### src/rtl/wb_stage_buf.sv
// wb_stage_buf: LA32 writeback stage with its own pipeline register, exception/ertn commit and a retire trace port.
// Build option WB_TRACE_FIFO_EN: buffer trace records in a TRACE_DEPTH-entry FIFO with consumer back-pressure.
module wb_stage_buf #(
  parameter int TRACE_DEPTH = 4,
  parameter int CNT_W       = 32
) (
  input  logic             clk,
  input  logic             resetn,

  input  logic             in_valid,
  output logic             in_allow,
  input  logic [31:0]      in_pc,
  input  logic [31:0]      in_result,
  input  logic [31:0]      in_vaddr,
  input  logic             in_rf_we,
  input  logic [4:0]       in_rf_waddr,
  input  logic             in_res_from_csr,
  input  logic             in_ertn,
  input  logic [15:0]      in_ebus,
  input  logic [31:0]      csr_rvalue,

  output logic             rf_we,
  output logic [4:0]       rf_waddr,
  output logic [31:0]      rf_wdata,

  output logic             byp_valid,
  output logic [4:0]       byp_waddr,
  output logic [31:0]      byp_wdata,

  output logic             wb_ex,
  output logic [5:0]       wb_ecode,
  output logic [8:0]       wb_esubcode,
  output logic [31:0]      wb_pc,
  output logic [31:0]      wb_vaddr,
  output logic             ertn_flush,

  output logic             trace_valid,
  input  logic             trace_ready,
  output logic [31:0]      trace_pc,
  output logic [3:0]       trace_we,
  output logic [4:0]       trace_wnum,
  output logic [31:0]      trace_wdata,

  output logic [CNT_W-1:0] retire_cnt
);

  // Exception bus layout, listed in commit priority order (mirrors macro.vh EBUS_*).
  localparam int EBUS_INT  = 0;
  localparam int EBUS_ADEF = 1;
  localparam int EBUS_TLBR = 2;
  localparam int EBUS_PIF  = 3;
  localparam int EBUS_PPI  = 4;
  localparam int EBUS_IPE  = 5;
  localparam int EBUS_SYS  = 6;
  localparam int EBUS_BRK  = 7;
  localparam int EBUS_INE  = 8;
  localparam int EBUS_FPD  = 9;
  localparam int EBUS_FPE  = 10;
  localparam int EBUS_ALE  = 11;
  localparam int EBUS_ADEM = 12;
  localparam int EBUS_PIL  = 13;
  localparam int EBUS_PIS  = 14;
  localparam int EBUS_PME  = 15;

  localparam logic [5:0] ECODE_INT  = 6'h00;
  localparam logic [5:0] ECODE_PIL  = 6'h01;
  localparam logic [5:0] ECODE_PIS  = 6'h02;
  localparam logic [5:0] ECODE_PIF  = 6'h03;
  localparam logic [5:0] ECODE_PME  = 6'h04;
  localparam logic [5:0] ECODE_PPI  = 6'h07;
  localparam logic [5:0] ECODE_ADE  = 6'h08;
  localparam logic [5:0] ECODE_ALE  = 6'h09;
  localparam logic [5:0] ECODE_SYS  = 6'h0B;
  localparam logic [5:0] ECODE_BRK  = 6'h0C;
  localparam logic [5:0] ECODE_INE  = 6'h0D;
  localparam logic [5:0] ECODE_IPE  = 6'h0E;
  localparam logic [5:0] ECODE_FPD  = 6'h0F;
  localparam logic [5:0] ECODE_FPE  = 6'h12;
  localparam logic [5:0] ECODE_TLBR = 6'h3F;

  localparam logic [8:0] ESUBCODE_ADEM = 9'd1;

  logic        wb_valid;
  logic [31:0] wb_pc_reg;
  logic [31:0] wb_result;
  logic [31:0] wb_vaddr_reg;
  logic        wb_rf_we;
  logic [4:0]  wb_rf_waddr;
  logic        wb_res_from_csr;
  logic        wb_ertn;
  logic [15:0] wb_ebus;

  logic        has_ex;
  logic        stall;
  logic        wb_go;
  logic        flush;
  logic        retire;
  logic        accept;
  logic [31:0] wdata_sel;
  logic [5:0]  ecode_sel;
  logic [8:0]  esub_sel;

  assign has_ex    = |wb_ebus;
  assign wb_go     = wb_valid && !stall;
  assign flush     = wb_go && (has_ex || wb_ertn);
  assign retire    = wb_go && !has_ex;
  assign in_allow  = (!wb_valid || wb_go) && !flush;
  assign accept    = in_valid && in_allow;
  assign wdata_sel = wb_res_from_csr ? csr_rvalue : wb_result;

  // A flush kills the WB entry and any beat MEM offered in the same cycle.
  always_ff @(posedge clk) begin
    if (!resetn) begin
      wb_valid        <= 1'b0;
      wb_pc_reg       <= '0;
      wb_result       <= '0;
      wb_vaddr_reg    <= '0;
      wb_rf_we        <= 1'b0;
      wb_rf_waddr     <= '0;
      wb_res_from_csr <= 1'b0;
      wb_ertn         <= 1'b0;
      wb_ebus         <= '0;
    end else begin
      if (flush)
        wb_valid <= 1'b0;
      else if (accept)
        wb_valid <= 1'b1;
      else if (wb_go)
        wb_valid <= 1'b0;

      if (accept) begin
        wb_pc_reg       <= in_pc;
        wb_result       <= in_result;
        wb_vaddr_reg    <= in_vaddr;
        wb_rf_we        <= in_rf_we;
        wb_rf_waddr     <= in_rf_waddr;
        wb_res_from_csr <= in_res_from_csr;
        wb_ertn         <= in_ertn;
        wb_ebus         <= in_ebus;
      end
    end
  end

  always_comb begin
    ecode_sel = 6'h00;
    esub_sel  = 9'h000;
    if      (wb_ebus[EBUS_INT])  ecode_sel = ECODE_INT;
    else if (wb_ebus[EBUS_ADEF]) ecode_sel = ECODE_ADE;
    else if (wb_ebus[EBUS_TLBR]) ecode_sel = ECODE_TLBR;
    else if (wb_ebus[EBUS_PIF])  ecode_sel = ECODE_PIF;
    else if (wb_ebus[EBUS_PPI])  ecode_sel = ECODE_PPI;
    else if (wb_ebus[EBUS_IPE])  ecode_sel = ECODE_IPE;
    else if (wb_ebus[EBUS_SYS])  ecode_sel = ECODE_SYS;
    else if (wb_ebus[EBUS_BRK])  ecode_sel = ECODE_BRK;
    else if (wb_ebus[EBUS_INE])  ecode_sel = ECODE_INE;
    else if (wb_ebus[EBUS_FPD])  ecode_sel = ECODE_FPD;
    else if (wb_ebus[EBUS_FPE])  ecode_sel = ECODE_FPE;
    else if (wb_ebus[EBUS_ALE])  ecode_sel = ECODE_ALE;
    else if (wb_ebus[EBUS_ADEM]) begin
      ecode_sel = ECODE_ADE;
      esub_sel  = ESUBCODE_ADEM;
    end
    else if (wb_ebus[EBUS_PIL])  ecode_sel = ECODE_PIL;
    else if (wb_ebus[EBUS_PIS])  ecode_sel = ECODE_PIS;
    else if (wb_ebus[EBUS_PME])  ecode_sel = ECODE_PME;
  end

  assign wb_ex       = wb_go && has_ex;
  assign wb_ecode    = ecode_sel;
  assign wb_esubcode = esub_sel;
  assign wb_pc       = wb_pc_reg;
  assign wb_vaddr    = wb_vaddr_reg;
  assign ertn_flush  = wb_go && wb_ertn && !has_ex;

  assign rf_we    = retire && wb_rf_we;
  assign rf_waddr = wb_rf_waddr;
  assign rf_wdata = wdata_sel;

  // Bypass is offered while the result waits on trace back-pressure, so ID need not stall.
  assign byp_valid = wb_valid && wb_rf_we && !has_ex;
  assign byp_waddr = wb_rf_waddr;
  assign byp_wdata = wdata_sel;

  always_ff @(posedge clk) begin
    if (!resetn)
      retire_cnt <= '0;
    else if (retire)
      retire_cnt <= retire_cnt + CNT_W'(1);
  end

`ifdef WB_TRACE_FIFO_EN
  localparam int PTR_W = $clog2(TRACE_DEPTH);
  localparam logic [PTR_W:0] DEPTH_C = (PTR_W+1)'(TRACE_DEPTH);

  logic [31:0]      fifo_pc    [TRACE_DEPTH];
  logic             fifo_we    [TRACE_DEPTH];
  logic [4:0]       fifo_wnum  [TRACE_DEPTH];
  logic [31:0]      fifo_wdata [TRACE_DEPTH];
  logic [PTR_W-1:0] rd_ptr;
  logic [PTR_W-1:0] wr_ptr;
  logic [PTR_W:0]   count;
  logic             fifo_full;
  logic             push;
  logic             pop;

  assign fifo_full   = (count == DEPTH_C);
  assign trace_valid = (count != '0);
  assign pop         = trace_valid && trace_ready;
  assign push        = retire;
  // A pop in the same cycle frees the slot, so a full FIFO only stalls without one.
  assign stall       = wb_valid && !has_ex && fifo_full && !pop;

  always_ff @(posedge clk) begin
    if (!resetn) begin
      rd_ptr <= '0;
      wr_ptr <= '0;
      count  <= '0;
    end else begin
      if (push)
        wr_ptr <= wr_ptr + PTR_W'(1);
      if (pop)
        rd_ptr <= rd_ptr + PTR_W'(1);
      if (push && !pop)
        count <= count + (PTR_W+1)'(1);
      else if (pop && !push)
        count <= count - (PTR_W+1)'(1);
    end
  end

  always_ff @(posedge clk) begin
    if (push) begin
      fifo_pc[wr_ptr]    <= wb_pc_reg;
      fifo_we[wr_ptr]    <= wb_rf_we;
      fifo_wnum[wr_ptr]  <= wb_rf_waddr;
      fifo_wdata[wr_ptr] <= wdata_sel;
    end
  end

  // Storage is not reset, so gate the head with trace_valid to present zeros when empty.
  assign trace_pc    = trace_valid ? fifo_pc[rd_ptr]         : '0;
  assign trace_we    = trace_valid ? {4{fifo_we[rd_ptr]}}    : '0;
  assign trace_wnum  = trace_valid ? fifo_wnum[rd_ptr]       : '0;
  assign trace_wdata = trace_valid ? fifo_wdata[rd_ptr]      : '0;
`else
  logic unused_trace_ready;

  assign unused_trace_ready = trace_ready ^ (TRACE_DEPTH > 1);
  assign stall       = 1'b0;
  assign trace_valid = rf_we;
  assign trace_pc    = wb_pc_reg;
  assign trace_we    = {4{rf_we}};
  assign trace_wnum  = wb_rf_waddr;
  assign trace_wdata = wdata_sel;
`endif

endmodule

### config.mk
export PLATFORM = sky130hd
export DESIGN_NAME = wb_stage_buf
export DESIGN_NICKNAME = d
export VERILOG_FILES = /design/src/rtl/wb_stage_buf.sv
export SDC_FILE = /design/constraint.sdc
export NUM_CORES = 1
export LEC_CHECK = 0
export ABC_AREA = 1
export BUFFER_PORTS_ARGS = -buffer_cell sky130_fd_sc_hd__buf_2
export CAP_MARGIN = 20
export CORE_ASPECT_RATIO = 0.5
export CORE_MARGIN = 3
export CORE_UTILIZATION = 42
export CTS_CLUSTER_SIZE = 14
export DETAILED_ROUTE_END_ITERATION = 10
export PLACE_DENSITY = 0.74
export SLEW_MARGIN = 20
export SYNTH_ARGS = -nofsm -noshare
export SYNTH_HDL_FRONTEND = slang
export SYNTH_SLANG_ARGS = --single-unit
### constraint.sdc
create_clock -name clk -period 1.6 [get_ports clk]
set_input_delay 0.24 -clock clk [delete_from_list [all_inputs] [get_ports clk]]
set_output_delay 0.24 -clock clk [all_outputs]
set_load 0.01 [all_outputs]
Yosys cells after proc, flatten, opt, wreduce, memory -nomap -nowiden
Index checks and enable logic that the tools add are counted.
- output and inout port bits: 264
- register bits after elaboration: 153
- reductions and logical operators: 14
- muxes and demuxes: 31
- $add $sub $neg: 1
- bitwise gates (word level): 1
- operators by type and width (cell ; count):
    two-way mux 5 bit ; 8
    adder 32 x 1 -> 32 bit (second input constant) ; 1
    two-way mux 32 bit ; 1
    two-way mux 6 bit ; 3
    OR reduction 16 bit ; 1
    two-way mux 1 bit ; 14
    logical AND 1 bit ; 9
    two-way mux 3 bit ; 3
    two-way mux 4 bit ; 2
    logical NOT 1 bit ; 2
    OR reduction 2 bit ; 1
    logical OR 1 bit ; 1
    inverter 1 bit ; 1

Logic depth before layout (Yosys ltp)
- depth in word-level cells: 16
- mapped depth: 11

Worst setup path after synthesis
OpenSTA, ideal clock, no wires.
- path type: register to output
- start point: register wb_res_from_csr
- end point: output rf_wdata[10]
- cell stages (with the launch flop): 5
- data arrival time: 1.403 ns
- path slack: -0.043 ns
- cells stage by stage: dfxtp_1 -> clkbuf_1 -> clkbuf_1 -> mux2_2 -> buf_4
- longest elaborated chain between the ends: 1
- RTL lines (element ; RTL line ; RTL):
    start: declaration ; 89 ; logic wb_res_from_csr;
    start signal: assignment ; 137 ; wb_res_from_csr <= in_res_from_csr;
    two-way mux 32 bit ; 109 ; assign wdata_sel = wb_res_from_csr ? csr_rvalue : wb_result;
    end: declaration ; 24 ; output logic [31:0] rf_wdata,
Every way passes these cells.

Final worst setup path
- start point: register wb_ebus[12]
- end point: output wb_ecode[0]
- longest elaborated chain between the ends: 13
- RTL lines (element ; RTL line ; RTL):
    start: declaration ; 91 ; logic [15:0] wb_ebus;
    start signal: assignment ; 139 ; wb_ebus <= in_ebus;
    two-way mux 4 bit ; 159 ; else if (wb_ebus[EBUS_ADEM]) begin
    two-way mux 4 bit ; 158 ; else if (wb_ebus[EBUS_ALE]) ecode_sel = ECODE_ALE;
    two-way mux 5 bit ; 157 ; else if (wb_ebus[EBUS_FPE]) ecode_sel = ECODE_FPE;
    two-way mux 5 bit ; 156 ; else if (wb_ebus[EBUS_FPD]) ecode_sel = ECODE_FPD;
    two-way mux 5 bit ; 155 ; else if (wb_ebus[EBUS_INE]) ecode_sel = ECODE_INE;
    two-way mux 5 bit ; 154 ; else if (wb_ebus[EBUS_BRK]) ecode_sel = ECODE_BRK;
    two-way mux 5 bit ; 153 ; else if (wb_ebus[EBUS_SYS]) ecode_sel = ECODE_SYS;
    two-way mux 5 bit ; 152 ; else if (wb_ebus[EBUS_IPE]) ecode_sel = ECODE_IPE;
    two-way mux 5 bit ; 151 ; else if (wb_ebus[EBUS_PPI]) ecode_sel = ECODE_PPI;
    two-way mux 5 bit ; 150 ; else if (wb_ebus[EBUS_PIF]) ecode_sel = ECODE_PIF;
    two-way mux 6 bit ; 149 ; else if (wb_ebus[EBUS_TLBR]) ecode_sel = ECODE_TLBR;
    two-way mux 6 bit ; 148 ; else if (wb_ebus[EBUS_ADEF]) ecode_sel = ECODE_ADE;
    two-way mux 6 bit ; 147 ; if (wb_ebus[EBUS_INT]) ecode_sel = ECODE_INT;
    end: declaration ; 31 ; output logic [5:0] wb_ecode,
Every way passes these cells.

==> impl_results.md <==
* Clock Tree Buf Depth at 2
* Via-to-Cell Ratio at 4.86
* Starting Density at 43.2%
* Crit path launch type: flip-flop
* First-pass GRT wire length at 51,100 um
* RSZ-0062 raised after global routing: true
* Worst-Skew Late Latency at 0.43 ns
* H-Tree Depth at 4
* Worst slew pin tran at 0.523 ns
* Vias in the first global route at 9,421
* Distinct cells, synth at 26
* Setup violators final at 261
* Port bufs at 410
* Number of CTS-inserted buffers at 17
* Die area at 22,100 sq um
* Worst slew margin at 65.1%
* Most prevalent standard cell on the critical path: nor2_1
* Top-area cell type share of the netlist area at 36.0%
* Clock net sink count at 153
* Final core utilization at 71.6%
* Post-synth ARST share at 0%
* CP Data Arrival Time at 1.80 ns
* Critical path type: reg2out
* CP max-delay cell: dfxtp_2
* Synthesized area per cell at 6.54 sq um
* Inst Count DP at 1,879
* Fin nets at 1,873
* N_diodes at 0
* Critical path buffers and inverters at 3
* Crit-path cells: buf_6, inv_4, nand2_4, a21oi_2, nor2_1, nor2_1, o21bai_1, a21oi_1, buf_2
* Period utilization at 127%
* Start point of the worst hold path: in_pc[29]
* Die height at 107 um
* Final hold violations at 0
* Dpl hpwl at 18,300 um
* Final GP Congestion at 0.903
* Final Non-Filler Cells at 1,995
* Register area share after synthesis at 36.0%
* Post-synth top area cell: dfxtp_1
* Peak VDD IR at 661 uV
* Hold_ws at 0.110 ns
* LEAKAGE at 7.45 nW
* Failing checks: setup timing
* DRT antenna net count at 0
* EDFF count, synth at 0
* Power Density at 845 nW/um^2
* CORE AREA at 19,700 sq um
* Largest net degree at the start of global routing at 62
* Minimum clock period at 2.04 ns
* Outcome: finished with violations
* Clock transition at path regs at 0.07 ns
* Grt ovf at 0
* Max Fclk at 0.490 GHz
* Die X-Extent at 207 um
* Worst r2r src: wb_ebus[11]
* Min-delay worst type: in2reg
* CTS tree: yes
* Primary FF master, synth: dfxtp_1
* R2R Setup Slk at -0.32 ns
* R2R Path End: wb_result[15]
* Layout area overhead at 65.6%
* Clock root cell: clkbuf_16
* WL per Instance at 16.6 um
* FF+latch count, synth at 153
* Crit-path max FO at 3
* Max stage delay on crit path at 0.33 ns
* Drt drc at 0
* Yosys warns at 0
* Slew Viols, Final at 0
* I/O Pins at 420
* Share of layout cells above drive strength 1 at 44.8%
* Worst R2R Path Depth at 13
* Clock skew at 0.0114 ns
* Drt total wl at 33,100 um
* Hold_buf cts at 0
* Vias at 9,686
* Mapped Cells at 1,301
* Critical Path RT at 1.36 ns
* Total track usage at 29.0%
* Leading post-synthesis cells by cell area: dfxtp_1 36%, nor2_1 15%, buf_4 11%
* Tot Pwr at 11.9 mW
* Post-Syn Area at 8510 sq um
* Initial antenna violation count at 1
* Pre-antenna DRT Iters at 6
* Row cnt at 36
* Max Cap Viol at 0
* DRT iter0 DRCs at 611
* Setup TNS Final at -58.47 ns
* WHS Path Cells at 5
* Hold endpoint: trace_pc[29]
* Crit end category: primary output
* Post-route setup slack at -0.439 ns
* Delay-heaviest family, CP: compound AO/OA/AOI/OAI gates
worst max path at each step:
| stage | from | end | slack, ns | cells past startpoint |
|---|---|---|---|---|
| final | wb_ebus[12] | wb_ecode[0] | -0.44 | 9 |
| after global routing | wb_ebus[12] | wb_ecode[0] | -0.50 | 9 |
| after detailed placement | wb_ebus[11] | retire_cnt[2] | -0.21 | 9 |
| after CTS | wb_ebus[1] | rf_we | -0.34 | 8 |
| after global placement | wb_ebus[11] | retire_cnt[10] | -0.18 | 11 |
| after floorplan | wb_res_from_csr | rf_wdata[10] | -0.04 | 4 |
Yosys cell counts (11+ instances only):
master      n
inv_1     162
a21oi_1    20
dfxtp_1   153
buf_6      12
nor3_1     17
nor2_1    341
buf_1      11
nand2_1   211
mux2_2     32
nand3_1   156
clkbuf_1   23
buf_4     129
where the power goes:
part,switching [mW],leakage [nW],internal [mW]
Clock,1.80,0.269,2.17
Sequential,0.188,1.27,4.06
Combinational,1.73,5.91,1.96
area by class of cell:
type	count	area [sq um]
clock buffer	17	425
clock inverter	15	139
fill	1506	5600
inverter	163	627
multi-input combinational	809	4300
sequential	153	3080
tap	266	333
timing repair buffer	570	5140
timing repair inverter	2	40.0
per-stage QoR:
step                      setup slack (ns)  area [sq um]
final                               -0.439         14100
after global routing                -0.497         14100
after CTS                           -0.337         14000
after detailed placement            -0.214         10400
after global placement              -0.183         10400
after floorplan                    -0.0430          8530
tightest hold or removal path, cell delays in order:
cell     delay [ns]
buf_2          0.08
inv_1          0.04
nand3_2        0.05
nand2_1        0.04
nor2_1         0.07
kinds of logic after synthesis:
kind of cell | synth area share, %
flops | 36.0
compound gates | 1.74
mux | 4.24
xor+xnor | 0.103
simple gates | 35.6
buf+inv | 22.1
other cells | 0.0441
fa+ha+maj | 0.147
timing repair:
item	CTS	global route
gates cloned	38	0
endpoints found under the setup margin	263	266
gates resized for setup	357	26
setup buffers	44	3
pin swaps	78	11
routing by layer:
metal  vias up  part of all wire, %  global-route usage (%)
met5         -                0.039                       0
met4         2                  2.3                    10.4
met3        69                  5.7                    5.70
met2       343                   49                    49.6
met1      4568                   43                    36.8
li1       4704                    -                       -
cells in the final DEF (no fill, tap or decap), types with 8 or more instances in the layout:
master and n:
nand2_2 8, nand3_2 81, dfxtp_2 10, buf_16 35
nor3_1 14, buf_8 9, dfxtp_1 142, buf_12 30
buf_4 60, a21oi_1 17, nand3_1 75, buf_2 306
conb_1 8, mux2_4 32, inv_1 159, buf_6 130
clkbuf_16 17, nand2_1 201, nor2_1 321, nor2_2 15
Note: power is estimated with default switching activity, not from simulation.
